**config.mk**
```make
export PLATFORM = sky130hd
export DESIGN_NAME = dut_bus_initiator
export DESIGN_NICKNAME = d
export VERILOG_FILES = /design/src/rtl/dut_bus_initiator.sv
export SDC_FILE = /design/constraint.sdc
export NUM_CORES = 1
export LEC_CHECK = 0
export CORE_ASPECT_RATIO = 1.2
export CORE_MARGIN = 2
export CORE_UTILIZATION = 49
export CTS_BUF_LIST = sky130_fd_sc_hd__clkbuf_4
export CTS_CLUSTER_DIAMETER = 150
export DETAILED_ROUTE_END_ITERATION = 7
export PLACE_DENSITY = 0.83
export SLEW_MARGIN = 15
export SYNTH_ARGS = -nofsm -noshare
export SYNTH_HDL_FRONTEND = slang
export SYNTH_SLANG_ARGS = --single-unit
```
**constraint.sdc**
```tcl
create_clock -name CLK -period 2.89 [get_ports CLK]
set_input_delay 0.7225 -clock CLK [delete_from_list [all_inputs] [get_ports CLK]]
set_output_delay 0.7225 -clock CLK [all_outputs]
set_load 0.02 [all_outputs]
```
**src/rtl/dut_bus_initiator.sv**
```systemverilog
// Bus initiator for the dut read/write interface: one command in flight, issued as a
// single-cycle rdy-gated enable pulse, read data captured RD_LAT cycles later.
module dut_bus_initiator #(
  parameter int ADDR_W  = 3,
  parameter int DATA_W  = 1,
  parameter int RD_LAT  = 2,
  parameter int TIMEOUT = 16
) (
  input  logic              CLK,
  input  logic              RST,
  input  logic              cmd_valid,
  output logic              cmd_ready,
  input  logic              cmd_write,
  input  logic [ADDR_W-1:0] cmd_addr,
  input  logic [DATA_W-1:0] cmd_wdata,
  output logic              rsp_valid,
  input  logic              rsp_ready,
  output logic              rsp_write,
  output logic [ADDR_W-1:0] rsp_addr,
  output logic [DATA_W-1:0] rsp_rdata,
  output logic              rsp_err,
  output logic [ADDR_W-1:0] read_address,
  output logic              read_en,
  input  logic              read_rdy,
  input  logic [DATA_W-1:0] read_data,
  output logic [ADDR_W-1:0] write_address,
  output logic [DATA_W-1:0] write_data,
  output logic              write_en,
  input  logic              write_rdy,
  output logic              busy
);

  localparam int              TO_W    = (TIMEOUT > 1) ? $clog2(TIMEOUT) : 1;
  localparam logic [TO_W-1:0] TO_LAST = TO_W'((TIMEOUT > 0) ? TIMEOUT - 1 : 0);
  localparam logic [2:0]      LAT     = 3'(RD_LAT);

  typedef enum logic [2:0] {
    S_IDLE,
    S_WR,
    S_RD,
    S_RD_WAIT,
    S_RSP
  } state_t;

  state_t            r_state;
  state_t            w_next;
  logic              r_write;
  logic [ADDR_W-1:0] r_addr;
  logic [DATA_W-1:0] r_wdata;
  logic [DATA_W-1:0] r_rdata;
  logic              r_err;
  logic [2:0]        r_cnt;
  logic [TO_W-1:0]   r_wait;
  logic              w_rdy;
  logic              w_timeout;

  // The wait counter only ever counts stalled cycles of the current command.
  assign w_rdy     = (r_state == S_WR) ? write_rdy : read_rdy;
  assign w_timeout = (TIMEOUT != 0) && !w_rdy && (r_wait == TO_LAST);

  // NOTE: every output of this block gets a default first so no latch is inferred.
  always_comb begin
    w_next   = r_state;
    write_en = 1'b0;
    read_en  = 1'b0;
    case (r_state)
      S_IDLE:    if (cmd_valid) w_next = cmd_write ? S_WR : S_RD;
      S_WR: begin
        if (write_rdy) begin
          write_en = 1'b1;
          w_next   = S_RSP;
        end else if (w_timeout) begin
          w_next = S_RSP;
        end
      end
      S_RD: begin
        if (read_rdy) begin
          read_en = 1'b1;
          w_next  = (RD_LAT == 0) ? S_RSP : S_RD_WAIT;
        end else if (w_timeout) begin
          w_next = S_RSP;
        end
      end
      S_RD_WAIT: if (r_cnt == 3'd1) w_next = S_RSP;
      S_RSP:     if (rsp_ready) w_next = S_IDLE;
      default:   w_next = S_IDLE;
    endcase
  end

  assign cmd_ready     = (r_state == S_IDLE);
  assign busy          = (r_state != S_IDLE);
  assign rsp_valid     = (r_state == S_RSP);
  assign rsp_write     = r_write;
  assign rsp_addr      = r_addr;
  assign rsp_rdata     = r_rdata;
  assign rsp_err       = r_err;
  assign write_address = (r_state == S_WR) ? r_addr  : '0;
  assign write_data    = (r_state == S_WR) ? r_wdata : '0;
  assign read_address  = (r_state == S_RD) ? r_addr  : '0;

  // NOTE: state registers use non-blocking assignments and clear asynchronously on RST.
  always_ff @(posedge CLK or posedge RST) begin
    if (RST) begin
      r_state <= S_IDLE;
      r_write <= 1'b0;
      r_addr  <= '0;
      r_wdata <= '0;
      r_rdata <= '0;
      r_err   <= 1'b0;
      r_cnt   <= '0;
      r_wait  <= '0;
    end else begin
      r_state <= w_next;
      case (r_state)
        S_IDLE: begin
          if (cmd_valid) begin
            r_write <= cmd_write;
            r_addr  <= cmd_addr;
            r_wdata <= cmd_write ? cmd_wdata : '0;
            r_rdata <= '0;
            r_err   <= 1'b0;
            r_wait  <= '0;
          end
        end
        S_WR, S_RD: begin
          if (r_state == S_RD && read_rdy) begin
            r_cnt <= LAT;
            if (RD_LAT == 0) r_rdata <= read_data;
          end else if (!w_rdy) begin
            r_wait <= r_wait + 1'b1;
            if (w_timeout) r_err <= 1'b1;
          end
        end
        S_RD_WAIT: begin
          r_cnt <= r_cnt - 3'd1;
          if (r_cnt == 3'd1) r_rdata <= read_data;
        end
        default: ;
      endcase
    end
  end

endmodule

```
# Word level (Yosys, flattened, before mapping)
# Index checks and enable logic that the tools add are counted.
[op_classes]
eq_ne = 13
bitwise_logic = 0
shifts = 0
magnitude_cmp = 0
add_sub_neg = 2
n_mux = 30
n_reduce_logical = 15
mul = 0
div_mod_pow = 0
[op_table]
columns = ["cell", "n"]
rows = [
  ["two-way mux 3 bit", 9],
  ["case mux 3 bit (5 select lines)", 1],
  ["two-way mux 1 bit", 12],
  ["two-way mux 4 bit", 3],
  ["!= test 2 bit, second input constant", 6],
  ["case mux 4 bit (2 select lines)", 1],
  ["equality test 3 x 1 -> 1 bit, second input constant", 2],
  ["equality test 3 x 2 -> 1 bit, second input constant", 2],
  ["case mux 3 bit (2 select lines)", 1],
  ["AND reduction 3 bit", 2],
  ["nonzero test 2 bit", 3],
  ["AND reduction 5 bit", 1],
  ["adder 4 x 1 -> 4 bit, second input constant", 1],
  ["equality test 4 bit, second input constant", 1],
  ["case mux 1 bit (2 select lines)", 2],
  ["AND reduction 2 bit", 2],
  ["AND reduction 4 bit", 1],
  ["equality test 3 bit, second input constant", 1],
  ["zero test 3 bit", 1],
  ["nonzero test 3 bit", 1],
  ["subtractor 3 x 1 -> 3 bit, second input constant", 1],
  ["logical AND 1 bit", 2],
  ["two-way mux 2 bit", 1],
  ["!= test 2 x 1 -> 1 bit, second input constant", 1],
  ["2 further kinds", 2],
]
[totals]
mem_bits_rw = 0
out_inout_bits = 18
ff_bits = 17
mem_bits_ro = 0
latch_bits = 0
elab_cells = 68
memories = 0

# Longest topological paths before layout
# Gate-level depths: netlist of the first run.
[logic_depth]
depth_word = 8
ltp_mapped = 6
ltp_nobuf = 6

# Worst setup path before layout of the first run
# No wires, ideal clock.
[synth_timing]
path_kind = "reg2out"
from = "register r_state[1]"
to = "output port rsp_valid"
t_required_ps = 2168
slack_ps = 987
stages_incl_launch_ff = 4
n_path_buf = 2
t_arrival_ps = 1181
path_cell_list = "dfrtp_1 buf_4 buf_2 nor3_1"
[synth_between]
elab_chain_len = 1
[synth_lines]
columns = ["item", "line", "text"]
rows = [
  ["from (decl)", "45", "state_t r_state;"],
  ["from (signal assigned)", "113", "r_state <= w_next;"],
  ["equality test 3 bit", "92", "assign rsp_valid = (r_state == S_RSP);"],
  ["to (decl)", "16", "output logic rsp_valid,"],
]
# No other way between the ends.

# Worst setup path after layout of the first run
[layout_timing]
from = "register r_state[2]"
to = "output port write_data"
[layout_between]
elab_chain_len = 2
[layout_lines]
columns = ["item", "line", "text"]
rows = [
  ["equality test 3 x 1 -> 1 bit", "98", "assign write_data = (r_state == S_WR) ? r_wdata : '0;"],
  ["two-way mux 1 bit", "98", ""],
  ["to (decl)", "27", "output logic [DATA_W-1:0] write_data,"],
]
# No other way between the ends.

==> results of run 1 <==
## logic make-up (layout without fill, tap and decap cells)
family / after synthesis / count (layout)
AO/OA/AOI/OAI: 21 / 21
XOR/XNOR: 2 / 2
adder cells (fa/ha/maj): 3 / 3
buffers and inverters: 14 / 45
flip-flops: 17 / 17
multiplexers: 7 / 7
AND/OR/NAND/NOR: 46 / 46
## layer usage
metal,track usage (%),vias up,routed length [µm]
met5,0,-,0
met4,9.52,0,100
met3,3.96,13,167
met2,42.6,50,1380
met1,28.9,443,1080
li1,-,446,-
## power by group
group	total [mW]	internal (mW)	switching [mW]
sequential	0.440	0.328	0.112
combinational	0.800	0.370	0.429
clock	0.137	0.0630	0.0742
## sequential cells by signal, indices dropped and copies added (netlist names)
signal	flops
r_wait	4
r_state	3
r_cnt	3
r_wdata	1
rsp_write	1
rsp_err	1
rsp_rdata	1
rsp_addr	3
## critical path, delay by kind of cell (launching register included)
family,cells,cell delay (ps)
buffers and inverters,1,610
DFF,1,580
and+or+nand+nor,2,590
## cells in the mapped netlist, types with 2 or more instances
| cell type | n |
|---|---|
| mux2_1 | 4 |
| inv_1 | 10 |
| nand2b_1 | 5 |
| a21oi_1 | 4 |
| nor2b_1 | 2 |
| and3_1 | 4 |
| ha_1 | 3 |
| a32o_1 | 2 |
| buf_4 | 2 |
| dfrtp_1 | 17 |
| mux2i_1 | 2 |
| nand3_1 | 3 |
| nand2_1 | 9 |
| a221o_1 | 2 |
| and2_1 | 4 |
| nor2_1 | 7 |
| nor3_1 | 2 |
| o21ai_0 | 5 |
## final timing paths
path | end | cells after the start | start | slack (ps)
max in group asynchronous | r_cnt[1] | 2 | RST | 1650
worst max register to register | r_wait[3] | 5 | r_state[0] | 1120
min in group asynchronous | r_wait[0] | 2 | RST | 820
worst min-delay path | r_wdata | 2 | r_wdata | 500
worst min register to register | r_wdata | 2 | r_wdata | 500
worst max-delay path | write_data | 3 | r_state[2] | 100
## final cells by class
type,count,area [µm²]
Multi-Input combinational cell,79,566
Timing Repair Buffer,31,308
Sequential cell,17,425
Fill cell,163,646
Clock buffer,4,30.0
Tap cell,30,37.5
Inverter,10,37.5
==> results list, run 1 <==
- The flow ran to the end, and the final reports show no timing, DRC or antenna violations.
* Number of nets in the synthesized netlist: 125
- Worst slew margin relative to its limit: 55.5%
* Post-route worst hold slack: 498 ps
* Asr flop ratio synth: 100%
- STA puts the critical path data arrival time at 2070 ps.
* Placed insts: 167
- For this run, the leading register cell type out of synthesis is dfrtp_1.
- Final worst-path setup slack: 95.5 ps
- Number of buffers on the longest clock path: 2
- Hold Fails Final Rpt: 0
- Detailed placement finished with a half-perimeter wire length of 2000 µm.
- Fraction of synthesized cell area in xor and xnor cells: 2.37%
* Area added between synthesis and finish: 32.8%
- Based on the critical path, the design can be clocked at up to 358 MHz.
- Post-CTS repair changed the size of 0 cells.
* Highest-count cells in the layout ignoring fill and taps: clkdlybuf4s50_1, dfrtp_1, inv_1
- Worst endpoint required time: 2170 ps
- For this design the top-level I/O count stands at 30.
- Measured along the y axis, the die boundary spans 54.9 µm.
* Total global routing overflow: 0
* Yosys top cell by area: dfrtp_1
* Die width: 46.4 µm
- The critical path goes through nor3b_2 -> and2_1 -> clkdlybuf4s50_1.
- #FFs+latches synth: 17
* DRC marker count from the first detailed-route iteration: 20
- Post-CTS clock slew at the launch and capture registers of the worst setup and hold paths: 100 ps
* Maximum fanout encountered on the critical timing path: 13
* Number of global-route vias before repair: 991
* First-pass GRT wire length: 4330 µm
- The library cell used most frequently in the layout, excluding fill and tap cells, is clkdlybuf4s50_1.
- Die ar.: 2550 µm²
* Core area: 2050 µm²
- Number of levels the H-tree was split into: 1
- Yosys cell types: 41
- Overall power of the completed layout: 1.38 mW
- For the final database, setup skew stands at 0.562 ps.
- LEAKAGE: 0.638 nW
* Crit path launch type: register
- Multiplexer area fraction after synthesis: 7.22%
- After synthesis, the mean cell area works out to 9.61 µm².
- Post-Place Setup Slack: 38.3 ps
- Compound-cell area share of the yosys netlist: 14.2%
- Antenna violations before repair: 0
- Max incr delay on CP: 610 ps
* Number of diodes: 0
* CTS tree: built
* DR vias: 952
- Count of hold buffers inserted by post-cts repair: 0
- The detail route stage leaves a number of antenna-violating nets equal to 0.
* Worst slew pin tran: 667 ps
- Clk_lat worst skew: 290 ps
* Gate Count Post-Synth: 110
- Setup violations remaining at the end of the flow were counted as 0.
- After detailed placement, the total cell area comes to 1370 µm².
* Main combinational cell family by area after synthesis: simple AND/OR/NAND/NOR gates
* Routed Wire Length: 2730 µm
* Per-cell via count in the routed design: 5.57
- The cell sitting at the root of the clock tree is a clkbuf_4.
- Highest ir drop seen on vdd: 0.659 mV
- Before antenna repair, the detailed router went through 4 iterations.
- For this design, the sink count on the clock tree is 17.
- Setup repair after global routing left no endpoint under its margin.
* Period utilisation layout: 96.7%
- Area share of the largest cell type after synthesis: 40.2%
- The initial utilization of the core area, before any placement, comes to 51.6%.
- By area the synthesized netlist is led by dfrtp_1, mux2_1, ha_1.
- The worst setup path is of the reg -> out kind.
* Capturing element type of the critical path: primary output
- In this run the cell area of the synthesized design comes to 1060 µm².
- In the final routed layout, each cell accounts on average for 16.0 µm.
- Port buffering added 29 buffers.
- Of the cells placed in the final design, the portion with a size suffix greater than 1 is 11.3%.
- PD cells: 981 nW/µm²
- After routing, the total negative slack on setup checks comes to 0 ps.
- Entering global routing, the biggest net connects 18 pins.
* Placer congestion estimate: 0.766
* Fin util: 68.5%
- The initialized floorplan defines 18 standard-cell rows.
- Across every metal layer, demand over resource in global routing totals 24.2%.
- In the routed design, unresolved DRC markers number 0.
- Across the run, the number of max-cap violations was 0.
- Total setup buffers inserted after CTS: 0
* Class of the most critical hold timing path: reg -> reg
- In the final design database the tool counted 157 nets.
- The smallest clock period supported by the final layout is computed as 2790 ps.
- The Yosys step of the flow raised 0 warnings.
- The number of max-slew violations in the final report was 0.
- Counting flops with a built-in enable in the synthesized netlist gives 0.
- Of the synthesized area, sequential elements account for 40.2%.
* Crit-path slowest cell: clkdlybuf4s50_1
* Number of standard cells in the layout, taps in and fillers out: 171
- Post-layout instance area: 1400 µm²
- The synthesized netlist devotes 25.9% of its cell area to simple gates.
* Adder and majority cell fraction of the synthesized area: 3.55%
* Cts bufs inserted: 3
Note: power is estimated with default switching activity, not from simulation.
==> run 2, diff against run 1 <==
ABC_AREA = 1   (was not set)
DONT_BUFFER_PORTS = 1   (was not set)
PLACE_DENSITY = 0.65   (was 0.83)
==> results list, run 2 <==
* Final worst-path setup slack: 674 ps
* Count of hold buffers inserted by post-cts repair: 0
- Pin count of the biggest net entering global routing: 18
- Io pins: 30
- Detailed placement finished with a half-perimeter wire length of 1620 µm.
* Fraction of synthesized cell area in xor and xnor cells: 2.61%
* Fill count: 187
- Summing the areas of all fa, ha and maj instances in the mapped netlist gives 3.73% of the synthesized area.
- The worst setup path is captured at a primary output.
- Post-layout instance area: 1060 µm²
* DR vias: 832
* Die H: 53.7 µm
* Ratio of cells with drive above 1 in the final layout: 14.6%
* DRC marker count from the first detailed-route iteration: 12
- In this run, post-CTS repair resized a total of 0 instances.
- Post-synth top cells: nand2_1, inv_1, dfrtp_1
- Period utilisation layout: 76.7%
- The total area inside the core boundary comes to 1890 µm².
* Fin util: 56.0%
- CTS built an H-tree with a depth of 1.
* Average footprint of a synthesized cell: 7.57 µm²
- For the worst flop-to-flop path, the logic depth is 7.
* Antenna Nets Post-Route: 0
- Setup violations remaining at the end of the flow were counted as 0.
* Maximum fanout encountered on the critical timing path: 6
- Area share of the largest cell type after synthesis: 42.2%
* Highest-count cells in the layout ignoring fill and taps: nand2_1, inv_1, dfrtp_1
- Share of the yosys chip area belonging to registers: 42.2%
* Iteration count of the initial detailed-routing pass: 4
* Clock sink count: 17
- The synthesized netlist devotes 34.3% of its cell area to simple gates.
- Post-Place Setup Slack: 1020 ps
* Most common library cell in the layout ignoring fill and taps: nand2_1
- Worst slew margin relative to its limit: 52.9%
- In the synthesized netlist the async set-or-reset flop fraction comes to 100%.
* Number of warnings reported in the yosys synthesis log: 0
- Die ar.: 2440 µm²
* Tmin final: 2220 ps
- First-pass GRT wire length: 3620 µm
* Final setup TNS: 0 ps
- The number of antenna violations at the first check in global routing is 0.
- In this run the horizontal extent of the chip is 45.4 µm.
- Standard-cell rows: 17
* Number of diodes: 0
* Number of flip-flops in the largest register: 4
* CTS tree: built
- Post-route worst hold slack: 373 ps
- Counting distinct cell types in the post-synthesis netlist gives 21.
- Routed Wire Length: 2060 µm
- After detailed routing, the average wire length per cell comes to 13.2 µm.
- After technology mapping, the gate count stands at 133.
* Number of nets in the finished design: 153
* LEAKAGE: 0.563 nW
- Data arrives at the worst endpoint at 1490 ps.
- The number of max-slew violations in the final report came to 0.
* Starting utilization of the core area: 53.2%
* Compound-cell area share of the yosys netlist: 8.57%
- Leading register cell type out of synthesis: dfrtp_1
- After clock tree synthesis, the clock-pin slew on the worst setup and hold paths is 110 ps.
* Cell Area, Placed: 1030 µm²
- Setup repair after global routing left no endpoint under its margin.
- Power comes to 1.12 mW.
- The flow ran to the end, and the final reports show no timing, DRC or antenna violations.
* Startpoint-to-endpoint class of the critical path: reg -> out
- In the routed design, unresolved DRC markers number 0.
* Setup slack, reg-to-reg: 1360 ps
- Placed insts: 152
- Total global routing overflow: 0
* Max Freq: 451 MHz
- The clock reaches the later pin of the worst-skew pair after 310 ps.
- Global routing used 20.9% of the available tracks across all layers.
- The synthesized design contains 17 register bits.
- Worst slew pin tran: 702 ps
- Total setup buffers inserted after CTS: 0
- STA classifies the critical path startpoint as a register.
* Top reg by flops: r_wait
* Number of enable-type register cells in the synthesized netlist: 0
* PD cells: 1060 nW/µm²
* Placer congestion estimate: 0.858
- Number of global-route vias before repair: 813
- Number of buffers on the longest clock path: 2
- Top cells by area, synth: dfrtp_1, nand2_1, inv_1
- Number of standard cells in the layout, taps in and fillers out: 156
* Number of I/O port buffers: 0
- Measured against the total synthesized area, the mux share comes to 0%.
- Number of nets in the synthesized netlist: 148
* Root buffer cell: clkbuf_4
- In the routed layout, each cell is associated on average with a via count of 5.33.
* Hold Fails Final Rpt: 0
- The tool flagged a number of max-cap violations equal to 0.
* Class of the most critical hold timing path: in -> async
* Cts bufs inserted: 3
- Highest ir drop seen on vdd: 0.519 mV
- After synthesis, the largest family of logic cells by area is simple AND/OR/NAND/NOR gates.
- By instance count, the leading cell after synthesis is nand2_1.
- Between clock sinks in the finished design, the worst skew comes to 10.5 ps.
* Summed instance area of the synthesized netlist: 1010 µm²
- The biggest area contributor in the post-synthesis netlist is dfrtp_1.
- For the worst setup path, the data required time is 2170 ps.
- Relative to the synthesized area, the layout overhead comes to 5.34%.
## run 2: power by group
part / switching (mW) / internal, mW
registers: 0.128 / 0.319
clock network: 0.0846 / 0.0530
logic: 0.377 / 0.160
## run 2: worst max-delay path, stage by stage, from the launching register on
cell     delay (ps)
dfrtp_1         540
inv_2            90
nor3_1          550
## run 2: layout make-up
| cell class | instances | area [µm²] | share of cell area [%] |
|---|---|---|---|
| clock buffers | 3 | 22.5 | 2.12 |
| clock inverters | 1 | 7.51 | 0.708 |
| inverters | 23 | 86.3 | 8.14 |
| multi-input cells | 93 | 495 | 46.7 |
| flip-flops and latches | 17 | 425 | 40.1 |
| well taps | 19 | 23.8 | 2.24 |
## run 2: final timing paths
path                             start           to
max                         r_state[2]    rsp_valid
min reg2reg                   r_cnt[0]     r_cnt[0]
max in group asynchronous          RST      rsp_err
max reg2reg                 r_state[1]   r_state[0]
min in group CLK           cmd_addr[2]  rsp_addr[2]
min                                RST  rsp_addr[1]
## run 2: metal layers
metal / GRT usage [%] / wire length [µm] / vias to the layer above
met1: 23.8 / 819 / 387
met2: 35.4 / 1100 / 17
met4: 11.8 / 49 / 0
met3: 4.70 / 87 / 5
met5: 0 / 0 / -
li1: - / - / 423
## run 2: logic make-up after synthesis
| kind of cell | Yosys count |
|---|---|
| adder cells (fa/ha/maj) | 3 |
| flip-flops | 17 |
| XOR/XNOR | 3 |
| AND/OR/NAND/NOR | 71 |
| buffers and inverters | 23 |
| AO/OA/AOI/OAI | 16 |
